File: config.mk
export PLATFORM = sky130hd
export DESIGN_NAME = btb_npc
export DESIGN_NICKNAME = d
export VERILOG_FILES = /design/src/rtl/pipe_pkg.sv /design/src/rtl/btb_table.sv /design/src/rtl/btb_npc.sv
export SDC_FILE = /design/constraint.sdc
export NUM_CORES = 2
export LEC_CHECK = 0
export CAP_MARGIN = 15
export CORE_ASPECT_RATIO = 0.5
export CORE_MARGIN = 3
export CORE_UTILIZATION = 43
export DETAILED_ROUTE_END_ITERATION = 7
export GPL_ROUTABILITY_DRIVEN = 0
export PLACE_DENSITY = 0.6
export SLEW_MARGIN = 0
export SYNTH_ARGS = -nofsm -noshare
export SYNTH_HDL_FRONTEND = slang
export SYNTH_HIERARCHICAL = 1
export SYNTH_SLANG_ARGS = --single-unit
File: constraint.sdc
create_clock -name clk -period 7.2 [get_ports clk]
set_clock_uncertainty 0.1 [all_clocks]
set_input_delay 0.72 -clock clk [delete_from_list [all_inputs] [get_ports clk]]
set_output_delay 0.72 -clock clk [all_outputs]
set_load 0.1 [all_outputs]
File: src/rtl/pipe_pkg.sv
// Shared IF-stage pipeline types: machine width, PC step, reset PC and the BTB entry layout.
package pipe_pkg;

  localparam int unsigned XLEN      = 32;
  localparam int unsigned PC_STEP   = 4;
  localparam logic [XLEN-1:0] RESET_PC = 32'h0000_0000;
  // Widest tag any legal ENTRIES can produce (ENTRIES = 1); narrower tags are zero-extended.
  localparam int unsigned TAG_MAX_W = XLEN - 2;

  typedef struct packed {
    logic                 valid;
    logic [TAG_MAX_W-1:0] tag;
    logic [XLEN-1:0]      target;
  } btb_entry_t;

  // Sequential fetch address, 32-bit modulo.
  function automatic logic [XLEN-1:0] pc_inc(input logic [XLEN-1:0] pc);
    return pc + XLEN'(PC_STEP);
  endfunction

endpackage

File: src/rtl/btb_table.sv
// Direct-mapped BTB storage with one lookup port and one write port.
// Optional same-cycle write-to-lookup bypass when BTB_FWD_EN is defined.
module btb_table
  import pipe_pkg::*;
#(
  parameter int unsigned ENTRIES = 64
) (
  input  logic            clk,
  input  logic            rstn,
  input  logic [XLEN-1:0] lookup_pc,
  input  logic            wr_en,
  input  logic [XLEN-1:0] wr_pc,
  input  logic [XLEN-1:0] wr_target,
  output logic            hit,
  output logic [XLEN-1:0] target
);

  localparam int unsigned IDX_W = $clog2(ENTRIES);
  localparam int unsigned TAG_W = XLEN - IDX_W - 2;

  logic [ENTRIES-1:0] valid;
  logic [TAG_W-1:0]   tag_mem [ENTRIES];
  logic [XLEN-1:0]    tgt_mem [ENTRIES];

  logic [IDX_W-1:0] lk_idx, wr_idx;
  logic [TAG_W-1:0] lk_tag, wr_tag;
  btb_entry_t       rd;
  logic             unused_lsbs;

  assign lk_idx      = lookup_pc[IDX_W+1:2];
  assign lk_tag      = lookup_pc[XLEN-1:IDX_W+2];
  assign wr_idx      = wr_pc[IDX_W+1:2];
  assign wr_tag      = wr_pc[XLEN-1:IDX_W+2];
  assign unused_lsbs = ^{lookup_pc[1:0], wr_pc[1:0]};

  // Only the valid bits are reset; tag/target are qualified by valid.
  always_ff @(posedge clk or negedge rstn) begin
    if (!rstn) begin
      valid <= '0;
    end else if (wr_en) begin
      valid[wr_idx] <= 1'b1;
    end
  end

  always_ff @(posedge clk) begin
    if (wr_en) begin
      tag_mem[wr_idx] <= wr_tag;
      tgt_mem[wr_idx] <= wr_target;
    end
  end

  // Read the addressed entry; a matching in-flight write may replace it.
  always_comb begin
    rd        = '0;
    rd.valid  = valid[lk_idx];
    rd.tag    = TAG_MAX_W'(tag_mem[lk_idx]);
    rd.target = tgt_mem[lk_idx];
`ifdef BTB_FWD_EN
    if (wr_en && (wr_idx == lk_idx) && (wr_tag == lk_tag)) begin
      rd.valid  = 1'b1;
      rd.tag    = TAG_MAX_W'(wr_tag);
      rd.target = wr_target;
    end
`endif
  end

  assign hit    = rd.valid && (rd.tag == TAG_MAX_W'(lk_tag));
  assign target = rd.target;

endmodule

File: src/rtl/btb_npc.sv
// IF-stage next-PC unit: BTB lookup, branch resolution/redirect and branch statistics.
// Build option: define BTB_FWD_EN to let a same-cycle EX write hit the current lookup.
module btb_npc
  import pipe_pkg::*;
#(
  parameter int unsigned     ENTRIES  = 64,
  parameter logic [XLEN-1:0] RESET_PC = pipe_pkg::RESET_PC
) (
  input  logic            clk,
  input  logic            rstn,
  input  logic            stall_if,
  input  logic            jump_global_if,
  input  logic            br_valid_ex,
  input  logic [XLEN-1:0] pc_ex,
  input  logic            jump_ex,
  input  logic [XLEN-1:0] target_ex,
  input  logic            pred_taken_ex,
  input  logic [XLEN-1:0] pred_target_ex,
  output logic [XLEN-1:0] pc_if,
  output logic            pred_taken_if,
  output logic [XLEN-1:0] pred_target_if,
  output logic            redirect_ex,
  output logic [XLEN-1:0] br_cnt,
  output logic [XLEN-1:0] miss_cnt
);

  localparam logic [XLEN-1:0] CNT_MAX = '1;

  logic            btb_hit;
  logic [XLEN-1:0] btb_target;
  logic            mispredict;
  logic [XLEN-1:0] npc;

  btb_table #(
    .ENTRIES (ENTRIES)
  ) u_btb (
    .clk       (clk),
    .rstn      (rstn),
    .lookup_pc (pc_if),
    .wr_en     (br_valid_ex & jump_ex),
    .wr_pc     (pc_ex),
    .wr_target (target_ex),
    .hit       (btb_hit),
    .target    (btb_target)
  );

  // Prediction and misprediction detection are same-cycle.
  always_comb begin
    pred_taken_if  = btb_hit & jump_global_if;
    pred_target_if = btb_hit ? btb_target : pc_inc(pc_if);
    mispredict     = br_valid_ex &&
                     ((jump_ex != pred_taken_ex) ||
                      (jump_ex && (target_ex != pred_target_ex)));
    redirect_ex    = mispredict;
  end

  // Redirect beats stall, stall beats prediction.
  always_comb begin
    npc = pc_inc(pc_if);
    if (mispredict) begin
      npc = jump_ex ? target_ex : pc_inc(pc_ex);
    end else if (stall_if) begin
      npc = pc_if;
    end else if (pred_taken_if) begin
      npc = pred_target_if;
    end
  end

  always_ff @(posedge clk or negedge rstn) begin
    if (!rstn) begin
      pc_if <= RESET_PC;
    end else begin
      pc_if <= npc;
    end
  end

  // Saturating statistics counters.
  always_ff @(posedge clk or negedge rstn) begin
    if (!rstn) begin
      br_cnt   <= '0;
      miss_cnt <= '0;
    end else begin
      if (br_valid_ex && (br_cnt != CNT_MAX)) begin
        br_cnt <= br_cnt + XLEN'(1);
      end
      if (mispredict && (miss_cnt != CNT_MAX)) begin
        miss_cnt <= miss_cnt + XLEN'(1);
      end
    end
  end

endmodule

==> metrics.txt <==
Die Footprint=around 0.35 mm^2; vias=77,900; Starting Density=between 40% and 50%; worst path cell trace=buf_4 > buf_12 > mux4_2 > o32ai_1 > a21oi_1 > o211ai_1 > xor2_1 > o21ai_0 > or4_1 > nor4_4 > buf_12 > nand2_1 > o21ai_0 > buf_12; worst reg-to-reg path cell count=17; Worst Hold Class=in2reg; min setup slack post-route=between 100 and 150 ps; RR Startpoint=pc_if[4]; IO Port Bufs=~230; drt pass-1 iters=5; CTS tree=done; Die X=831 um; most common cell after layout, fill and taps aside=edfxtp_1; Crit. End Element=output port; Critical Path Start=pc_if[4]; Inserted Clock Buffers=between 300 and 400; syn nets=around 6,700; sequential fraction of the synthesis area=roughly three quarters; Cells after Synth=6,622; Num Clock Sinks=around 3,700; Avg WL per Cell=a little under 40 um; CP dominant cell by count=buf_12; vias in the first global route=between 70,000 and 80,000; final setup TNS=0 ps; Crit Path Class=reg2out; Tot GR Track Use=a little over a quarter; slowest stage delay, CP=770 ps; Critical Path RT=~6400 ps; synthesized area=0.146 mm^2; power per cell area=306 mW/mm^2; mean post-synth cell area=22.1 um^2; outcome=completed; count of final setup violators=0; hold_sp=pc_ex[17]; design area=about 0.17 mm^2; CTS Buffer Depth=4; post-layout minimum cycle time=around 7000 ps; met3 Use GR=5.82%; crit-path max FO=61; H-tree Lvls=5; grt total ovfl=0; hold path cells=1; filler instances=around 27,000; antenna violations before repair=21; fin crit share=a little over nine tenths; Cell Area, Placed=between 0.15 and 0.2 mm^2; fin nets=approximately 7,300; M2 GR Usage=approximately two fifths; number of synthesized flops with an enable pin=3,584; first-pass GRT wire length=639,000 um; share of post-route cells with drive strength above 1=between 20 and 30%; Place WS=approximately 700 ps; unrepaired setup endpoints after global routing=false; register bit total from synthesis=around 3,700; Final Max Slew Viols=0; ys flop type=edfxtp_1; synth warn=6; Cell variety after synth=72; Post-DRT Antenna Nets=0; Area Growth Syn to Fin=14.5%; Worst-path clk slew=70 ps; maximum vdd ir drop=0.195 mV; slowest library cell on the worst path=dfrtp_4; worst-skew pair later-pin latency=a little over 900 ps; Most Used Layer, Global Route=met1; Row Count=150; aggregate routed wire length=~470,000 um; Final Hold Fails=0; slew margin rel.=14.6%; most frequent cells in the layout=edfxtp_1, mux4_2, clkbuf_16; post-DP HPWL=262,000 um; Via density=~6.5; clock root cell=clkbuf_16; Max Cap Violations=0; Worst Max-Slew Pin Slew=roughly 1300 ps; Critical Path AT=approximately 6300 ps; pin count of the biggest net entering global routing=119; CP startpoint kind=flop; Lkg Pwr=roughly 53 nW; Die H=418 um; CORE AREA=between 0.3 and 0.4 mm^2; Async SR Flop Fraction=between 4 and 5%; DRC viols=0; IO Pins=between 200 and 250; FMAX=about 140 MHz; Starting DRT DRC Count=~12,000; GR Util met1=39.8%
final cells by class:
cell class	count	area [um^2]	share of cell area, %
sequential	3744	112000	66.7
tap	4484	5610	3.35
clock inverter	194	1790	1.07
antenna	11	27.5	0.0164
timing repair buffer	593	5960	3.56
clock buffer	406	8930	5.34
inverter	19	90.1	0.0538
multi-input combinational	2506	33400	19.9
synthesized netlist by cell type (22+ instances only):
cell / instances / area share (%)
nand2_1: 213 / 0.55
nand4_1: 43 / 0.18
nor3_1: 36 / 0.12
clkbuf_1: 157 / 0.40
nor4_1: 31 / 0.13
xor2_1: 99 / 0.59
mux2i_1: 141 / 0.97
nand3_1: 98 / 0.34
edfxtp_1: 3584 / 74
buf_6: 27 / 0.21
a31oi_1: 36 / 0.15
buf_4: 22 / 0.11
o21ai_0: 53 / 0.18
nor2_1: 169 / 0.43
o22ai_1: 33 / 0.14
buf_2: 94 / 0.32
and3_1: 33 / 0.14
mux4_2: 1039 / 16
a21oi_1: 76 / 0.26
dfrtp_1: 160 / 2.7
buf_1: 52 / 0.13
xnor2_1: 69 / 0.41
or2_2: 67 / 0.29
a22oi_1: 78 / 0.40
repair_timing:
action	CTS	global route
pin swaps	0	1
buffers inserted	1	9
endpoints found under the setup margin	12	29
endpoints found under the hold margin	65	0
hold buffers	2	0
resized for setup	3	2
through the flow:
step,power [mW],cells,hold slack (ps),util (%)
2_1_floorplan,30.1,6622,324,-
3_3_place_gp,33.5,11300,347,46.5
3_5_place_dp,33.5,11300,347,46.5
4_1_cts,51.3,11900,70.2,49.7
5_1_grt,52.6,11900,91.0,49.8
6_report,51.2,12000,142,49.8
flip-flops by register name, indices dropped and copies added (netlist names):
register	cells
u_btb/valid	64
u_btb/tgt_mem	2048
miss_cnt	32
br_cnt	32
u_btb/tag_mem	1536
pc_if	32
metal layers:
layer	up-vias	wire length, um
met1	42700	188000
met4	2	22300
met3	914	55100
met5	-	13
li1	29100	-
met2	5239	207000
final timing paths:
check | endpoint | slack (ps)
max | pred_target_if[19] | 120
min | u_btb/tag_mem[14][9] | 140
max reg2reg | pc_if[3] | 890
min reg2reg | u_btb/valid[21] | 360
max in group asynchronous | pc_if[6] | 5470
min in group asynchronous | u_btb/valid[8] | 320
report_power, final:
part	internal [mW]	total (mW)	switching (mW)
combinational	3.45	8.77	5.32
sequential	24.0	24.3	0.302
clock	9.97	18.1	8.10
cell families (layout without fill, tap and decap cells):
family	count (synthesis)	in the layout	share of synthesized area (%)
buffers and inverters	372	1212	1.23
xor gates and xnor gates	168	168	1.01
muxes	1200	1200	17.1
other	0	11	0
DFF	3744	3744	76.3
adders and majority gates	4	4	0.0342
AOI/OAI and AO/OA	372	372	1.68
and+or+nand+nor	762	762	2.59
worst max-delay path: cells and delay by family, from the launching register on:
family,cells,cell delay (ps)
AOI/OAI and AO/OA,5,1080
xor gates and xnor gates,1,190
buffers and inverters,4,1480
DFF,1,770
muxes,1,400
and+or+nand+nor,3,1230
No activity file was read; power rests on OpenSTA's default activity.
